[src/rtl/rst_stream_ctrl.sv]
// Sequencer between a byte stream and the rst_cipher core.
// Define RST_STREAM_CTRL_PREFILTER_EN to drop non-alnum bytes early.
module rst_stream_ctrl #(
  parameter int CNT_W = 16
) (
  input  logic             clk,
  input  logic             rst,
  input  logic [95:0]      key_in,
  input  logic             key_load,
  output logic             key_ack,
  output logic             key_err,
  output logic             key_ok,
  input  logic             in_valid,
  input  logic [7:0]       in_char,
  input  logic             in_last,
  output logic             in_ready,
  output logic             out_valid,
  output logic [15:0]      out_ctxt,
  output logic             out_last,
  input  logic             out_ready,
  output logic             msg_done,
  output logic             char_drop,
  output logic [CNT_W-1:0] char_cnt,
  output logic [CNT_W-1:0] drop_cnt,
  output logic [95:0]      c_key,
  output logic             c_ptxt_valid,
  output logic [7:0]       c_ptxt_char,
  input  logic [15:0]      c_ctxt_str,
  input  logic             c_ctxt_ready,
  input  logic             c_err_invalid_key,
  input  logic             c_err_invalid_ptxt_char,
  input  logic             c_key_not_installed
);

  typedef enum logic [2:0] {
    S_NO_KEY,
    S_KEY_CHK,
    S_READY,
    S_ISSUE,
    S_WAIT
  } state_t;

  state_t      state;
  logic [95:0] key_reg;
  logic [7:0]  char_reg;
  logic        last_reg;
  logic        hs;
  logic        unused_ptxt_err;

  // Drop decision in WAIT is "not ready and key still installed".
  assign unused_ptxt_err = c_err_invalid_ptxt_char;

  assign c_key        = key_reg;
  assign in_ready     = (state == S_READY) && !out_valid && !key_load;
  assign hs           = in_valid && in_ready;
  assign c_ptxt_valid = (state == S_ISSUE);
  assign c_ptxt_char  = c_ptxt_valid ? char_reg : 8'h00;

  function automatic logic [CNT_W-1:0] sat_inc(
    input logic [CNT_W-1:0] v
  );
    return (&v) ? v : v + 1'b1;
  endfunction

`ifdef RST_STREAM_CTRL_PREFILTER_EN
  function automatic logic is_alnum(input logic [7:0] c);
    return (c >= 8'h30 && c <= 8'h39) ||
           (c >= 8'h41 && c <= 8'h5A) ||
           (c >= 8'h61 && c <= 8'h7A);
  endfunction
`endif

  always_ff @(posedge clk) begin
    if (rst) begin
      state     <= S_NO_KEY;
      key_reg   <= '0;
      char_reg  <= '0;
      last_reg  <= 1'b0;
      key_ack   <= 1'b0;
      key_err   <= 1'b0;
      key_ok    <= 1'b0;
      out_valid <= 1'b0;
      out_ctxt  <= '0;
      out_last  <= 1'b0;
      msg_done  <= 1'b0;
      char_drop <= 1'b0;
      char_cnt  <= '0;
      drop_cnt  <= '0;
    end else begin
      key_ack   <= 1'b0;
      key_err   <= 1'b0;
      msg_done  <= 1'b0;
      char_drop <= 1'b0;
      if (out_valid && out_ready) out_valid <= 1'b0;
      unique case (state)
        S_NO_KEY: begin
          if (key_load) begin
            key_reg <= key_in;
            state   <= S_KEY_CHK;
          end
        end
        S_KEY_CHK: begin
          if (c_err_invalid_key) begin
            key_err <= 1'b1;
            key_ok  <= 1'b0;
            state   <= S_NO_KEY;
          end else begin
            key_ack  <= 1'b1;
            key_ok   <= 1'b1;
            char_cnt <= '0;
            drop_cnt <= '0;
            state    <= S_READY;
          end
        end
        S_READY: begin
          if (key_load && !out_valid) begin
            key_reg <= key_in;
            state   <= S_KEY_CHK;
          end else if (hs) begin
            char_reg <= in_char;
            last_reg <= in_last;
`ifdef RST_STREAM_CTRL_PREFILTER_EN
            if (!is_alnum(in_char)) begin
              char_drop <= 1'b1;
              drop_cnt  <= sat_inc(drop_cnt);
              msg_done  <= in_last;
            end else begin
              state <= S_ISSUE;
            end
`else
            state <= S_ISSUE;
`endif
          end
        end
        S_ISSUE: state <= S_WAIT;
        S_WAIT: begin
          state    <= S_READY;
          msg_done <= last_reg;
          if (c_ctxt_ready) begin
            out_ctxt  <= c_ctxt_str;
            out_valid <= 1'b1;
            out_last  <= last_reg;
            char_cnt  <= sat_inc(char_cnt);
          end else if (c_key_not_installed) begin
            key_err <= 1'b1;
            key_ok  <= 1'b0;
            state   <= S_NO_KEY;
          end else begin
            char_drop <= 1'b1;
            drop_cnt  <= sat_inc(drop_cnt);
          end
        end
        default: state <= S_NO_KEY;
      endcase
    end
  end

endmodule
[config.mk]
export PLATFORM = sky130hd
export DESIGN_NAME = rst_stream_ctrl
export DESIGN_NICKNAME = d
export VERILOG_FILES = /design/src/rtl/rst_stream_ctrl.sv
export SDC_FILE = /design/constraint.sdc
export NUM_CORES = 1
export LEC_CHECK = 0
export CAP_MARGIN = 20
export CORE_ASPECT_RATIO = 1.75
export CORE_MARGIN = 2
export CORE_UTILIZATION = 38
export DETAILED_ROUTE_END_ITERATION = 10
export PLACE_DENSITY = 0.76
export SLEW_MARGIN = 20
export SYNTH_ARGS = -nofsm -noshare
export SYNTH_HDL_FRONTEND = slang
export SYNTH_SLANG_ARGS = --single-unit
[constraint.sdc]
create_clock -name clk -period 1.7 [get_ports clk]
set_input_delay 0.51 -clock clk [delete_from_list [all_inputs] [get_ports clk]]
set_output_delay 0.51 -clock clk [all_outputs]
set_load 0.05 [all_outputs]
==> impl_metrics.ini <==
[final_layout]
final_cell_area_sq_um = 13080
largest_register_ffs = 96
drive_gt1_share_pct = 35.91
syn_to_final_growth_pct = 105.0
utilization_pct = 79.53
final_nets = 1297

[global_routing]
grt_usage_pct = 27.80
gr-total-overflow = 0
grt_pass1_vias = 7556
grt_pass1_wl_mm = 38.50
antenna_found_initial = 2
grt_max_degree = 77

[min_path]
min_from = char_reg[4]$_SDFFE_PP0P_
holdCritPathClass = reg2reg

[flow_run]
maxCapViolCount = 0

[clocking]
clk_pin_slew_worst_paths_ns = 0.07
htree_num_levels = 4
cts_made_buffers = 17
cts_tree = built
clkSinkCount = 163
clockBufferDepth = 2
insertion_delay_ns = 0.43
cts_root_buf = clkbuf_16

[drt]
vias = 7460
routed_wl_mm = 27.18
dr.first_iter.drc_count = 415
firstDrtPassIters = 5
final_antenna_net_count = 0
drc = 0
avgRoutedWirePerCell_microns = 19.36
via_per_inst = 5.313

[outcome]
violations = setup timing
outcome = complete, but fails checks

[synthesis]
ys_ff_latch = 163
ys_seq_area_share_pct = 51.14
synth_ff_type = dfxtp_1
syn_inst = 807
synth_warnings = 0
async_reset_ff_share_pct = 0
syn-num-nets = 939
syn_avg_cell_area_sq_um = 7.907
synth-edff-count = 0
synth.distinct_cells = 53
syn_area_sq_um = 6381

[worst_setup_path]
arrival_ns = 2.44
crit_path_top_delay_cell = clkdlybuf4s50_1
cp-end-kind = register
critPathKind = in2reg
regToRegStartpoint = state[2]$_SDFFE_PP0P_
cp_max_fo = 5
crit_path_start = c_ctxt_ready
cpPeakStageDelay_ns = 0.62
path_cells = clkdlybuf4s50_1 -> nand3b_1 -> a21o_1 -> a41oi_4 -> buf_6 -> a41oi_2 -> a21oi_1
required_ns = 2.05
critPathLaunchType = input pin

[sta]
slew_headroom_pct = 37.75
rsz0062_at_grt = true
fin_crit_ns = 2.097
hold_violations = 0
fmax_mhz = 476.8
skew_ns = 0.009170
period_share_pct = 123.4
setup_ws_ns = -0.3971
setup_viol_count_final = 42
worst_pin_slew_ns = 0.9338
slew_violations = 0

[floorplanning]
initial_utilization_pct = 38.80
die_area_sq_um = 17890
core_area_sq_um = 16450
die_w_microns = 102.0
rows = 62
die_height_microns = 175.4
io-pin-count = 291

[place]
dp_hpwl_mm = 17.63
gp_congestion = 0.9139
place_area_sq_um = 11800
portBuffers = 289

[power]
p_leak_nw = 5.021
p_per_area_nw_per_um2 = 794.1
vdd_drop_max_mv = 0.7278
p_total_mw = 10.39
==> cell families (layout without fill, tap and decap cells) <==
family,count (synthesis),after routing,share of synthesized area (%)
and+or+nand+nor,365,365,25.69
AOI/OAI and AO/OA,214,214,18.33
DFF,163,163,51.14
buffers and inverters,61,432,4.117
adders and majority gates,2,2,0.3921
muxes,2,2,0.3333
other,0,2,0
==> power by group <==
group / switching, mW / internal, mW / leakage [nW] / total, mW
Combinational: 1.25 / 1.25 / 3.40 / 2.50
Sequential: 0.188 / 3.98 / 1.35 / 4.17
Clock: 1.70 / 2.01 / 0.272 / 3.72
Total: 3.15 / 7.24 / 5.02 / 10.4
==> worst paths after layout <==
path,endpoint,slack [ns],cells after the start
worst max-delay path,char_cnt[11]$_SDFFE_PP0P_,-0.40,7
worst min-delay path,char_reg[4]$_SDFFE_PP0P_,0.45,2
worst max register to register,char_cnt[11]$_SDFFE_PP0P_,-0.37,8
worst min register to register,char_reg[4]$_SDFFE_PP0P_,0.45,2
==> synthesized netlist by cell type, drive strengths merged, types with 2 or more instances <==
cell	instances	area, sq um
inv	9	33.78
a21oi	154	778.3
nor2	22	82.58
nor4	5	52.55
nand3	23	115.1
nor3b	4	40.03
or3	3	18.77
nand3b	2	15.01
and3	16	100.1
nand2b	4	25.02
a31oi	12	75.07
nor2b	3	18.77
ha	2	25.02
a41oi	5	51.30
nor3	4	25.02
buf	17	96.34
nand4	9	56.30
or2	2	12.51
clkbuf	35	132.6
dfxtp	163	3263
o21ai	30	150.1
nand2	254	953.4
and4	4	35.03
and2	5	31.28
==> through the flow <==
| step | setup WS, ns | setup TNS (ns) | cells | hold WS, ns |
|---|---|---|---|---|
| 2_1_floorplan | -0.07407 | -2.349 | 807 | 0.4320 |
| 3_3_place_gp | -0.5315 | -34.90 | 1346 | 0.4365 |
| 3_5_place_dp | -0.5530 | -42.85 | 1346 | 0.4449 |
| 4_1_cts | -0.4297 | -6.675 | 1394 | 0.4383 |
| 5_1_grt | -0.4491 | -10.92 | 1404 | 0.4687 |
| 6_report | -0.3971 | -8.898 | 1404 | 0.4532 |
==> final cells by class <==
class / count / area [sq um]
timing repair buffer: 391 / 5563
tap: 224 / 280.3
inverter: 9 / 33.78
clock buffer: 19 / 464.2
antenna: 2 / 5.005
fill: 968 / 3367
sequential: 163 / 3328
clock inverter: 13 / 96.34
multi-input combinational: 583 / 3308
==> metal layers <==
metal  global-route usage [%]  part of all wire [%]  vias to the layer above
li1                         -                     -                     3458
met1                    27.27                    33                     3535
met2                    50.44                    54                      339
met3                    6.765                   5.8                      128
met4                    17.67                   6.7                        0
met5                        0                     0                        -
==> cells in the final DEF, fill, tap and decap left out, types with 3 or more instances in the layout <==
cell type	synthesis	layout
inv_6	0	4
nand3_1	23	22
a21oi_2	2	32
dfxtp_1	163	129
inv_1	9	8
buf_4	2	70
nor4_4	1	3
clkbuf_16	0	24
clkinvlp_4	0	3
or3_1	3	3
nor2_1	22	19
and3_1	16	6
nand2_2	0	4
buf_6	1	17
nand4_1	9	9
clkinv_2	0	3
a31oi_1	12	10
a41oi_2	1	4
o21ai_2	0	4
clkdlybuf4s50_1	0	125
o21ai_0	30	10
dfxtp_2	0	25
and2_1	5	3
dfxtp_4	0	9
nand2b_1	4	3
a21oi_1	152	120
nor2b_1	3	3
and3_4	0	7
nand2_1	254	250
and3_2	0	3
o21ai_1	0	15
buf_12	0	171
==> critical path: cells and delay by family <==
kind	cells	cell delay, ns
buffers and inverters	2	0.82
AND/OR/NAND/NOR	1	0.22
AO/OA/AOI/OAI	4	0.88
==> what timing repair did <==
action,4_1_cts,5_1_grt
buffers inserted,14,2
gates resized for setup,68,57
cloned,2,6
endpoints found under the setup margin,44,106
pin swaps,28,13
hold buffers,0,0
No activity file was read; power rests on OpenSTA's default activity.
